$ cat src/rtl/link_rx.sv
// link_rx: 8N1 UART receiver with a small receive FIFO behind a memory-mapped data/status register pair
module link_rx #(
  parameter int          CLKS_PER_BIT = 36,
  parameter int          FIFO_DEPTH   = 4,
  parameter logic [15:0] DATA_ADDR    = 16'hff08,
  parameter logic [15:0] STAT_ADDR    = 16'hff09
) (
  input  logic        clock4,
  input  logic        reset,
  input  logic [15:0] address,
  input  logic [7:0]  indata,
  output logic [7:0]  outdata,
  input  logic        load,
  input  logic        store,
  input  logic        UART_RX,
  output logic        irq
);
  localparam int CW = $clog2(CLKS_PER_BIT);
  localparam int AW = FIFO_DEPTH > 1 ? $clog2(FIFO_DEPTH) : 1;
  typedef enum logic [1:0] {IDLE, START, DATA, STOP} state_t;
  state_t state, state_n;
  logic rx_m, rx_s, armed, tick, half, push, ferr_set;
  logic [CW-1:0] cnt;
  logic [2:0] bidx;
  logic [7:0] shreg;
  logic [7:0] mem [FIFO_DEPTH];
  logic [AW-1:0] wp, rp;
  logic [2:0] count;
  logic overflow, frame_err, full, empty, rd_data, pop, accept, st_stat;
  logic [7:0] status;
  function automatic logic [AW-1:0] nxt(input logic [AW-1:0] p);
    return (p == AW'(FIFO_DEPTH - 1)) ? '0 : p + 1'b1;
  endfunction
  assign tick = cnt == CW'(CLKS_PER_BIT - 1);
  assign half = cnt == CW'(CLKS_PER_BIT / 2 - 1);
  always_ff @(posedge clock4)
    if (reset) state <= IDLE;
    else state <= state_n;
  always_comb begin
    state_n = state;
    unique case (state)
      IDLE:  if (armed && !rx_s) state_n = START;
      START: if (half) state_n = rx_s ? IDLE : DATA;
      DATA:  if (tick && bidx == 3'd7) state_n = STOP;
      STOP:  if (tick) state_n = IDLE;
    endcase
  end
  always_comb begin
    push     = state == STOP && tick && rx_s;
    ferr_set = state == STOP && tick && !rx_s;
  end
  always_ff @(posedge clock4)
    if (reset) begin
      rx_m  <= 1'b1;
      rx_s  <= 1'b1;
      armed <= 1'b0;
      cnt   <= '0;
      bidx  <= '0;
      shreg <= '0;
    end else begin
      rx_m  <= UART_RX;
      rx_s  <= rx_m;
      armed <= (state == STOP && tick) ? 1'b0 : (state == IDLE && rx_s) ? 1'b1 : armed;
      cnt   <= (state == IDLE || state_n != state || tick) ? '0 : cnt + 1'b1;
      if (state == DATA && tick) begin
        bidx  <= bidx + 1'b1;
        shreg <= {rx_s, shreg[7:1]};
      end
    end
  // a pop frees the slot the coincident push needs, so a full FIFO still accepts it
  always_comb begin
    full    = count == 3'(FIFO_DEPTH);
    empty   = count == 3'd0;
    rd_data = load && !store && address == DATA_ADDR;
    pop     = rd_data && !empty;
    accept  = push && (!full || pop);
    st_stat = store && address == STAT_ADDR;
    status  = {!empty, full, overflow, frame_err, 1'b0, count};
  end
  always_ff @(posedge clock4)
    if (accept) mem[wp] <= shreg;
  always_ff @(posedge clock4)
    if (reset) begin
      wp        <= '0;
      rp        <= '0;
      count     <= '0;
      irq       <= 1'b0;
      overflow  <= 1'b0;
      frame_err <= 1'b0;
      outdata   <= 8'h00;
    end else begin
      if (accept) wp <= nxt(wp);
      if (pop) rp <= nxt(rp);
      count     <= count + 3'(accept) - 3'(pop);
      irq       <= accept;
      overflow  <= (push && full && !pop) || (overflow && !(st_stat && indata[5]));
      frame_err <= ferr_set || (frame_err && !(st_stat && indata[4]));
      if (load && !store)
        outdata <= address == DATA_ADDR ? (empty ? 8'h00 : mem[rp]) :
                   address == STAT_ADDR ? status : 8'h00;
    end
endmodule

$ cat config.mk
export PLATFORM = sky130hd
export DESIGN_NAME = link_rx
export DESIGN_NICKNAME = d
export VERILOG_FILES = /design/src/rtl/link_rx.sv
export SDC_FILE = /design/constraint.sdc
export NUM_CORES = 1
export LEC_CHECK = 0
export ABC_AREA = 1
export CORE_MARGIN = 1
export CORE_UTILIZATION = 45
export CTS_CLUSTER_SIZE = 8
export DETAILED_ROUTE_END_ITERATION = 8
export PLACE_DENSITY = 0.7
export RECOVER_POWER = 100
export SKIP_LAST_GASP = 1
export SLEW_MARGIN = 30
export SYNTH_ARGS = -nofsm -noshare
export SYNTH_HDL_FRONTEND = slang
export SYNTH_SLANG_ARGS = --single-unit
$ cat constraint.sdc
create_clock -name clock4 -period 6.1 [get_ports clock4]
set_input_delay 1.22 -clock clock4 [delete_from_list [all_inputs] [get_ports clock4]]
set_output_delay 1.22 -clock clock4 [all_outputs]
set_load 0.01 [all_outputs]
==> impl_metrics.tcl <==
set metrics [dict create \
    synth_seq_cells 74 \
    synth.top_cell.area_share_pct 29.4 \
    crit_buf_inv 7 \
    num_rows 30 \
    vias 2370 \
    synthTopCellsByArea "edfxtp_1, dfxtp_1, nor2_1" \
    hp-class "reg2reg" \
    setup-tns-final_ns 0 \
    io_buffers 31 \
    timing.final.crit_share_pct 72.2 \
    endpoint_kind "register" \
    synth_cell_types 33 \
    htree_levels 3 \
    cts_resized 0 \
    synth_cells 355 \
    cts_tree "built" \
    layout.nets 432 \
    drtPass1Iterations 4 \
    nFillCells 656 \
    yosysSeqAreaShare_pct 55.2 \
    clockBufferDepth 2 \
    fp.dieArea_um2 7600 \
    ant_nets 0 \
    r2r_setup_slack_ns 3.44 \
    synth.net_count 396 \
    syn_area_per_cell_um2 9.20 \
    cts_setup_buffers 0 \
    fin_skew_ns 0.0117 \
    grt_pass1_wl_um 9960 \
    required_ns 6.32 \
    timing.fmax_ghz 0.227 \
    finalSetupViolCount 0 \
    ios 38 \
    clk_latency_ns 0.34 \
    outcome "finished, final reports clean" \
    rsz0062_at_grt "false" \
    hold_violations 0 \
    peakVddDrop_uv 132 \
    area_growth_pct 16.8 \
    grt_usage_pct 17.3 \
    path_cells "dlygate4sd3_1 -> clkinv_1 -> nand2_1 -> clkinvlp_2 -> nand2_4 -> inv_4 -> nand3_1 -> clkinvlp_2 -> ha_1 -> inv_1 -> ha_1 -> inv_1 -> fa_1 -> o21ai_0 -> a21oi_1" \
    die_w_um 87.2 \
    crit_type "in2reg" \
    dp_hpwl_um 4240 \
    yosysTopAreaCell "edfxtp_1" \
    slew_headroom_pct 46.0 \
    stdcell_area_um2 3820 \
    final_cell_mix "nand2_1, nor2_1, dfxtp_1, inv_1, edfxtp_1" \
    syn_area_um2 3270 \
    grt.overflow.total 0 \
    crit_slowest_cell "dlygate4sd3_1" \
    postPlaceCellArea_um2 3660 \
    worst_pin_slew_ns 0.807 \
    drv_cap 0 \
    crit_family "buffers and inverters" \
    startpoint_type "primary input" \
    cts_buffers 9 \
    die_h_um 87.2 \
    finalMaxSlewViolations 0 \
    powerDensity_nw_per_um2 242 \
    wl_um 6100 \
    detail_route.vias_per_cell 4.82 \
    cts-root-buf "clkbuf_8" \
    antenna_found_initial 0 \
    grt_start_max_net_pins 25 \
    wl_per_cell_um 12.4 \
    drive_gt1_share_pct 10.9 \
    cpPeakStageDelay_ns 0.59 \
    path_max_fanout 10 \
    clkTransAtPathRegs_ns 0.08 \
    holdBufCountCts 0 \
    start_util_pct 47.3 \
    ys_warn_count 0 \
    antenna_cells 0 \
    gp_congestion 0.787 \
    core_area_um2 6910 \
    drc 0 \
    min_period_ns 4.41 \
    drt_iter0_drc 126 \
    crit_arrival_ns 4.62 \
    clkSinkCount 74 \
    p_leak_uw 0.00169 \
    grt_pass1_vias 2270 \
]
## synth_stat cells, drive strengths merged
cell type and n:
nor2 74, nand2 64, dfxtp 42, inv 42, edfxtp 32, o21ai 29, nand3 24, ha 11
a21oi 9, o22ai 7, buf 4, nand4 4, or2 3, xor2 3, clkbuf 2, fa 1
nand3b 1, nor3 1, o21a 1, xnor2 1
## cell type report
type	count	area (um^2)	share of cell area, %
tap	96	120	3.15
inverter	42	163	4.26
clock buffer	13	191	5.02
timing repair buffer	31	310	8.13
clock inverter	3	18.8	0.492
multi-input combinational	233	1210	31.7
sequential	74	1800	47.2
## where the power goes
| part | internal (uW) | switching, uW |
|---|---|---|
| registers | 513 | 1.08 |
| clock network | 208 | 175 |
| logic | 15.2 | 11.6 |
| total | 737 | 187 |
## stage by stage
stage | util [%] | worst slack [ns] | hold slack [ns] | cells | power (uW)
finish | 55.3 | 1.69 | 0.434 | 492 | 924
CTS | 56.1 | 2.76 | 0.434 | 492 | 933
floorplan | - | 3.07 | 0.389 | 355 | 537
global route | 55.3 | 1.38 | 0.461 | 492 | 957
global placement | 53.0 | 2.47 | 0.406 | 476 | 554
detailed placement | 53.0 | 2.40 | 0.407 | 476 | 554
## per-layer routing
| metal | GRT usage [%] | part of all wire (%) | vias to the layer above |
|---|---|---|---|
| li1 | - | - | 1229 |
| met1 | 20.5 | 47 | 1081 |
| met2 | 29.6 | 47 | 44 |
| met3 | 3.79 | 4.1 | 16 |
| met4 | 8.94 | 2.2 | 0 |
| met5 | 0 | 0 | - |
## state kept, by name (all words and copies together), names as in the netlist, named ones only
name / flops
bidx: 3
armed: 1
overflow: 1
rx_m: 1
cnt: 6
frame_err: 1
outdata: 8
shreg: 8
mem: 32
state: 2
count: 3
rx_s: 1
rp: 2
irq: 1
wp: 2
## final timing paths
path         depth (start not counted)       end     start
max                                 15  count[2]     store
min                                  1      rx_s      rx_m
max reg2reg                         13  count[2]  count[1]
min reg2reg                          1      rx_s      rx_m
## cell families after synthesis
family / after synthesis / synth area share, %
AOI/OAI and AO/OA: 46 / 7.39
xor gates and xnor gates: 4 / 1.07
DFF: 74 / 55.2
buffers and inverters: 48 / 6.24
and+or+nand+nor: 171 / 25.3
adders and majority gates: 12 / 4.83
Power figures use the tool's default switching activity.
